--- config.mk ---
export PLATFORM = sky130hd
export DESIGN_NAME = branch_ctrl_flat
export DESIGN_NICKNAME = d
export VERILOG_FILES = /design/src/rtl/branch_ctrl_if.sv /design/src/rtl/branch_ctrl.sv /design/src/flat_wrapper.sv
export SDC_FILE = /design/constraint.sdc
export NUM_CORES = 1
export LEC_CHECK = 0
export CAP_MARGIN = 20
export CORE_MARGIN = 5
export CORE_UTILIZATION = 30
export CTS_CLUSTER_DIAMETER = 200
export DETAILED_ROUTE_END_ITERATION = 12
export PLACE_DENSITY = 0.77
export SYNTH_ARGS = -nofsm -noshare
export SYNTH_HDL_FRONTEND = slang
export SYNTH_SLANG_ARGS = --single-unit
--- constraint.sdc ---
create_clock -name clk -period 1.5 [get_ports clk]
set_clock_uncertainty 0.2 [all_clocks]
set_input_delay 0.45 -clock clk [delete_from_list [all_inputs] [get_ports clk]]
set_output_delay 0.45 -clock clk [all_outputs]
set_load 0.02 [all_outputs]
--- src/rtl/branch_ctrl_if.sv ---
// Bus between the fetch stage and the IF/ID branch controller.
// Optional statistics signals exist only when BRANCH_STATS_EN is defined.
interface branch_ctrl_if;
    logic [15:0] imem_rdata;
    logic [15:0] pc_next_in;
    logic        flag_z;
    logic [15:0] rs_data;
    logic [15:0] id_instr;
    logic [15:0] id_pc_next;
    logic        id_valid;
    logic [1:0]  pc_sel;
    logic        jr_sel;
    logic [15:0] jmp8;
    logic [15:0] jmp11;
    logic [15:0] jmpr;
`ifdef BRANCH_STATS_EN
    logic [15:0] br_taken_cnt;
    logic [15:0] br_total_cnt;

    modport master (
        output imem_rdata, pc_next_in, flag_z, rs_data,
        input  id_instr, id_pc_next, id_valid, pc_sel, jr_sel,
               jmp8, jmp11, jmpr, br_taken_cnt, br_total_cnt
    );
    modport slave (
        input  imem_rdata, pc_next_in, flag_z, rs_data,
        output id_instr, id_pc_next, id_valid, pc_sel, jr_sel,
               jmp8, jmp11, jmpr, br_taken_cnt, br_total_cnt
    );
`else
    modport master (
        output imem_rdata, pc_next_in, flag_z, rs_data,
        input  id_instr, id_pc_next, id_valid, pc_sel, jr_sel,
               jmp8, jmp11, jmpr
    );
    modport slave (
        input  imem_rdata, pc_next_in, flag_z, rs_data,
        output id_instr, id_pc_next, id_valid, pc_sel, jr_sel,
               jmp8, jmp11, jmpr
    );
`endif
endinterface

--- src/rtl/branch_ctrl.sv ---
// IF/ID pipeline register and branch resolver for the 16-bit pipeline.
// Decodes BEZ/BNZ/JMP/JR in ID, drives the fetch redirect controls and
// squashes wrong-path instructions with a small flush FSM.
// Optional feature: define BRANCH_STATS_EN to add saturating branch counters.
module branch_ctrl #(
    parameter int unsigned FLUSH_SLOTS = 1,          // legal 1..3
    parameter logic [15:0] NOP_INSTR   = 16'h0000
) (
    input  logic          clk,
    input  logic          rst_n,
    branch_ctrl_if.slave  bus
);

    typedef enum logic {
        RUN   = 1'b0,
        FLUSH = 1'b1
    } state_t;

    localparam logic [4:0] OP_BEZ = 5'b10000;
    localparam logic [4:0] OP_BNZ = 5'b10001;
    localparam logic [4:0] OP_JMP = 5'b10100;
    localparam logic [4:0] OP_JR  = 5'b10101;

    localparam logic [1:0] FLUSH_CNT_INIT = 2'(FLUSH_SLOTS - 1);

    state_t      state;
    state_t      state_nxt;
    logic [1:0]  cnt;
    logic [1:0]  cnt_nxt;
    logic        load;

    logic [15:0] id_instr_r;
    logic [15:0] id_pc_next_r;
    logic        id_valid_r;

    logic [4:0]  opcode;
    logic        taken;
    logic [1:0]  pc_sel_d;
    logic        jr_sel_d;

    assign opcode = id_instr_r[15:11];

    // Resolve the control-flow op sitting in ID (only real instructions decode)
    always_comb begin
        taken    = 1'b0;
        pc_sel_d = 2'd0;
        jr_sel_d = 1'b0;
        if (id_valid_r) begin
            case (opcode)
                OP_BEZ: if (bus.flag_z) begin
                    taken    = 1'b1;
                    pc_sel_d = 2'd1;
                end
                OP_BNZ: if (!bus.flag_z) begin
                    taken    = 1'b1;
                    pc_sel_d = 2'd1;
                end
                OP_JMP: begin
                    taken    = 1'b1;
                    pc_sel_d = 2'd2;
                end
                OP_JR: begin
                    taken    = 1'b1;
                    jr_sel_d = 1'b1;
                end
                default: ;
            endcase
        end
    end

    // Flush FSM next state; load marks a fetch that may enter ID as valid
    always_comb begin
        state_nxt = state;
        cnt_nxt   = cnt;
        load      = 1'b0;
        case (state)
            RUN: begin
                if (taken) begin
                    if (FLUSH_SLOTS > 1) begin
                        state_nxt = FLUSH;
                        cnt_nxt   = FLUSH_CNT_INIT;
                    end
                end else begin
                    load = 1'b1;
                end
            end
            FLUSH: begin
                if (cnt <= 2'd1) begin
                    state_nxt = RUN;
                    cnt_nxt   = '0;
                end else begin
                    cnt_nxt = cnt - 2'd1;
                end
            end
            default: begin
                state_nxt = RUN;
                cnt_nxt   = '0;
            end
        endcase
    end

    // Flush FSM state register
    always_ff @(posedge clk or negedge rst_n) begin
        if (!rst_n) begin
            state <= RUN;
            cnt   <= '0;
        end else begin
            state <= state_nxt;
            cnt   <= cnt_nxt;
        end
    end

    // IF/ID register; squashed slots carry the NOP but still track pc_next
    always_ff @(posedge clk or negedge rst_n) begin
        if (!rst_n) begin
            id_instr_r   <= NOP_INSTR;
            id_pc_next_r <= '0;
            id_valid_r   <= 1'b0;
        end else begin
            id_instr_r   <= load ? bus.imem_rdata : NOP_INSTR;
            id_pc_next_r <= bus.pc_next_in;
            id_valid_r   <= load;
        end
    end

    assign bus.id_instr   = id_instr_r;
    assign bus.id_pc_next = id_pc_next_r;
    assign bus.id_valid   = id_valid_r;
    assign bus.pc_sel     = rst_n ? pc_sel_d : 2'd0;
    assign bus.jr_sel     = rst_n ? jr_sel_d : 1'b0;
    assign bus.jmp8       = {{8{id_instr_r[7]}}, id_instr_r[7:0]};
    assign bus.jmp11      = {{5{id_instr_r[10]}}, id_instr_r[10:0]};
    assign bus.jmpr       = bus.rs_data;

`ifdef BRANCH_STATS_EN
    logic        is_branch;
    logic [15:0] taken_cnt;
    logic [15:0] total_cnt;

    assign is_branch = id_valid_r &&
                       (opcode == OP_BEZ || opcode == OP_BNZ ||
                        opcode == OP_JMP || opcode == OP_JR);

    // Saturating counters of decoded and taken control-flow ops
    always_ff @(posedge clk or negedge rst_n) begin
        if (!rst_n) begin
            taken_cnt <= '0;
            total_cnt <= '0;
        end else begin
            if (is_branch && total_cnt != '1) begin
                total_cnt <= total_cnt + 16'd1;
            end
            if (taken && taken_cnt != '1) begin
                taken_cnt <= taken_cnt + 16'd1;
            end
        end
    end

    assign bus.br_taken_cnt = taken_cnt;
    assign bus.br_total_cnt = total_cnt;
`endif

endmodule
--- src/flat_wrapper.sv ---
// flat-port wrapper written by rule: the top's interface ports become plain ports
module branch_ctrl_flat 
#(
    parameter int unsigned FLUSH_SLOTS = 1,                       
    parameter logic [15:0] NOP_INSTR   = 16'h0000
)
  (clk, rst_n, bus_imem_rdata, bus_pc_next_in, bus_flag_z, bus_rs_data, bus_id_instr, bus_id_pc_next, bus_id_valid, bus_pc_sel, bus_jr_sel, bus_jmp8, bus_jmp11, bus_jmpr);
  branch_ctrl_if bus_i ();
  input  logic clk;
  input  logic rst_n;
  input wire logic [$bits(bus_i.imem_rdata)-1:0] bus_imem_rdata;
  input wire logic [$bits(bus_i.pc_next_in)-1:0] bus_pc_next_in;
  input wire logic [$bits(bus_i.flag_z)-1:0] bus_flag_z;
  input wire logic [$bits(bus_i.rs_data)-1:0] bus_rs_data;
  output wire logic [$bits(bus_i.id_instr)-1:0] bus_id_instr;
  output wire logic [$bits(bus_i.id_pc_next)-1:0] bus_id_pc_next;
  output wire logic [$bits(bus_i.id_valid)-1:0] bus_id_valid;
  output wire logic [$bits(bus_i.pc_sel)-1:0] bus_pc_sel;
  output wire logic [$bits(bus_i.jr_sel)-1:0] bus_jr_sel;
  output wire logic [$bits(bus_i.jmp8)-1:0] bus_jmp8;
  output wire logic [$bits(bus_i.jmp11)-1:0] bus_jmp11;
  output wire logic [$bits(bus_i.jmpr)-1:0] bus_jmpr;
  assign bus_i.imem_rdata = bus_imem_rdata;
  assign bus_i.pc_next_in = bus_pc_next_in;
  assign bus_i.flag_z = bus_flag_z;
  assign bus_i.rs_data = bus_rs_data;
  assign bus_id_instr = bus_i.id_instr;
  assign bus_id_pc_next = bus_i.id_pc_next;
  assign bus_id_valid = bus_i.id_valid;
  assign bus_pc_sel = bus_i.pc_sel;
  assign bus_jr_sel = bus_i.jr_sel;
  assign bus_jmp8 = bus_i.jmp8;
  assign bus_jmp11 = bus_i.jmp11;
  assign bus_jmpr = bus_i.jmpr;
  branch_ctrl #(.FLUSH_SLOTS(FLUSH_SLOTS), .NOP_INSTR(NOP_INSTR)) u_core (.clk(clk), .rst_n(rst_n), .bus(bus_i));
endmodule
==> results.md <==
* Status: finished, violations left
* Failing checks: setup timing
* FF-to-FF path depth at 3
* Final HPWL DP at about 3.2 mm
* Die Ht at 85.81 µm
* Initial core utilization at a little under a third
* RSZ-0062 raised after global routing: yes
* Worst path cell trace: nor4bb_4 -> and4b_2 -> buf_6
* Max cap viols at 0
* Post-Place Cells at between 200 and 300
* H-tree level count at 2
* Top Family by Delay on Critical Path: simple AND/OR/NAND/NOR gates
* Vias at 1286
* Flop2flop setup slack at roughly 0.050 ns
* Final Max Tran Viols at 0
* R2R Path End: u_core.bus.id_instr[14]
* Nets at roughly 270
* Routed wl met2 at ~2.3 mm
* Post-layout min period at roughly 2.0 ns
* Clock share of power at between 20% and 30%
* Remaining DRCs at 0
* Switching share of power at 33.10%
* Setup crit start kind: register
* Setup ws final at -0.5415 ns
* Max layer used: met4
* Final Hold Fails at 0
* Gr ovfl total at 0
* #FFs+latches synth at 36
* Share of layout cells above drive strength 1 at between 40% and 50%
* Commonest non-fill, non-tap cell in the layout: buf_6
* Reg2Reg Launch Point: u_core.bus.id_instr[11]
* Slew Limit Headroom at 69.49%
* Metal-1 WL at roughly 1.5 mm
* CTS clk-pin slew, worst paths at approximately 0.08 ns
* CP Data Arrival Time at about 1.4 ns
* Synth Area per Inst at approximately 11 µm²
* Distinct cell type count after synthesis at 22
* Slew @ Worst Pin at between 0.4 and 0.5 ns
* Gpl congestion at approximately 0.70
* Cell area after synthesis at approximately 0.0017 mm²
* Design area at approximately 0.0027 mm²
* Combinational power share at ~37%
* Initial drt markers at 19
* Share of power burned in registers at approximately two fifths
* Antenna viol nets, final at 0
* Max clock buf depth at 2
* Non-filler cells, final at roughly 300
* HP Class: in2async
* Initial antenna violation count at 0
* Core area at ~0.0055 mm²
* Clk_lat worst skew at about 0.29 ns
* Num ports at approximately 140
* Met3 routed WL at between 400 and 500 µm
* Root Driver: clkbuf_8
* Most frequent cells in the layout: 65 x buf_6, 32 x clkdlybuf4s50_1, 30 x dfrtp_1, 17 x inv_1
* Final Setup Violations at 36
* Row cnt at 27
* Crit path buf inv count at 1
* Vias in the first global route at around 1.4k
* Syn_nets at just over 200
* Int Pwr at between 1500 and 2000 µW
* Inserted Clock Buffers at 5
* Critical path capture point type: primary output
* Register area share after synthesis at between 50% and 60%
* Die width at 85.81 µm
* Routed wire per std cell at 14.38 µm
* Slowest library cell on the worst path: dfrtp_2
* Area Overhead vs Synth at 57.84%
* TritonCTS clock tree: done
* CP Class: reg2out
* Final Routed Wirelength at 4.256 mm
* Worst endpoint required time at 0.85 ns
* Crit-path max FO at 3
* DR vias/cell at roughly 4.3
* Die Footprint at 0.007363 mm²
* Total track usage at 11.46%
* I/O Buffers at ~100
* Worst VDD drop at a little over 600 µV
* Ys Warns at 0
* F_max at a little under 500 MHz
* Power per Cell Area at approximately 1100 mW/mm²
* Slowest Stage Delay on Critical Path at ~0.43 ns
* Switching power at slightly below 1000 µW
* Diode count at 0
* Fin Setup TNS at -4.416 ns
* Largest net degree at the start of global routing at 37
* Detailed-router iteration count before antenna repair at 3
* First-pass GRT wire length at roughly 6.6 mm
* CTS sink count at 36
* Pleak at roughly 0.0013 µW
* DP Area at roughly 0.0025 mm²
* Syn Inst Count at 154
* Final worst-path cycle share at 136.1%
## layer usage
metal / vias up / GRT usage (%)
li1: 592 / -
met1: 619 / 12.04
met2: 64 / 20.13
met3: 11 / 5.668
met4: 0 / 3.453
met5: - / 0
## sequential cells by signal, summed over array words and instances (netlist names)
| name | count |
|---|---|
| u_core.state | 1 |
| u_core.bus.id_valid | 1 |
| u_core.bus.id_instr | 16 |
| u_core.bus.id_pc_next | 16 |
| u_core.cnt | 2 |
## per-stage QoR
| step | utilization [%] | worst slack (ns) | power [µW] | hold slack (ns) |
|---|---|---|---|---|
| finish | 49.12 | -0.5415 | 2915 | 0.03767 |
| global route | 49.12 | -0.6473 | 3078 | 0.07503 |
| CTS | 45.28 | -0.5808 | 2809 | 0.05018 |
| detailed placement | 45.26 | -1.115 | 2123 | 0.3027 |
| global placement | 45.26 | -1.105 | 2103 | 0.2803 |
| floorplan | - | -0.3278 | 1771 | -0.04559 |
## cells in the mapped netlist
library cell  number  area (µm²)
a21boi_0           1       7.510
and2_1             1       6.260
and4b_2            1       11.26
buf_2              1       5.000
buf_4             49       367.9
buf_6              3       33.78
clkbuf_1           2       7.510
dfrtp_1           36       900.9
inv_1             17       63.81
nand2_1            1       3.750
nand2b_1          16       100.1
nand3_1            1       5.000
nand3b_1           1       7.510
nand4bb_1          1       11.26
nor2_1             1       3.750
nor3_1             1       5.000
nor4bb_1           1       10.01
o21ai_0            1       5.000
o22ai_1            1       6.260
o32ai_1           16       140.1
or2_1              1       6.260
xor2_2             1       16.27
## cell families (layout without fill, tap and decap cells)
group / count (synthesis) / count (layout) / synth area share [%]
DFF: 36 / 36 / 52.25
AOI/OAI and AO/OA: 19 / 19 / 9.216
buffers and inverters: 72 / 142 / 27.72
xor gates and xnor gates: 1 / 1 / 0.9437
and+or+nand+nor: 26 / 26 / 9.869
## final cells by class
class	count	area [µm²]
multi-input combinational	46	389.1
clock buffer	5	68.82
clock inverter	3	21.27
timing repair buffer	117	1180
sequential	36	908.4
inverter	17	63.81
tap	72	90.09
fill	513	2819
## worst max-delay path by stage
stage | depth (start not counted) | startpoint | slack, ns | endpoint
CTS | 3 | u_core.bus.id_instr[12] | -0.58 | bus_pc_sel[0]
global placement | 4 | bus_flag_z | -1.11 | bus_pc_sel[0]
floorplan | 3 | u_core.bus.id_instr[14] | -0.33 | bus_pc_sel[0]
detailed placement | 4 | bus_flag_z | -1.11 | bus_pc_sel[0]
finish | 3 | u_core.bus.id_instr[12] | -0.54 | bus_pc_sel[0]
global route | 3 | u_core.bus.id_instr[12] | -0.65 | bus_pc_sel[0]
## power by group through the flow
| stage | Clock, µW | Sequential (µW) | Combinational, µW |
|---|---|---|---|
| 2_1_floorplan | 0 | 1240 | 534 |
| 3_3_place_gp | 0 | 1130 | 971 |
| 3_5_place_dp | 0 | 1140 | 982 |
| 4_1_cts | 724 | 1130 | 960 |
| 5_1_grt | 785 | 1160 | 1130 |
| 6_report | 693 | 1140 | 1080 |
## timing repair
action / CTS / global route
pin swaps: 4 / 0
setup buffers: 7 / 4
gates resized for setup: 332 / 70
hold buffers: 0 / 0
setup endpoints to repair: 84 / 75
cloned: 0 / 0
Power figures use the tool's default switching activity.
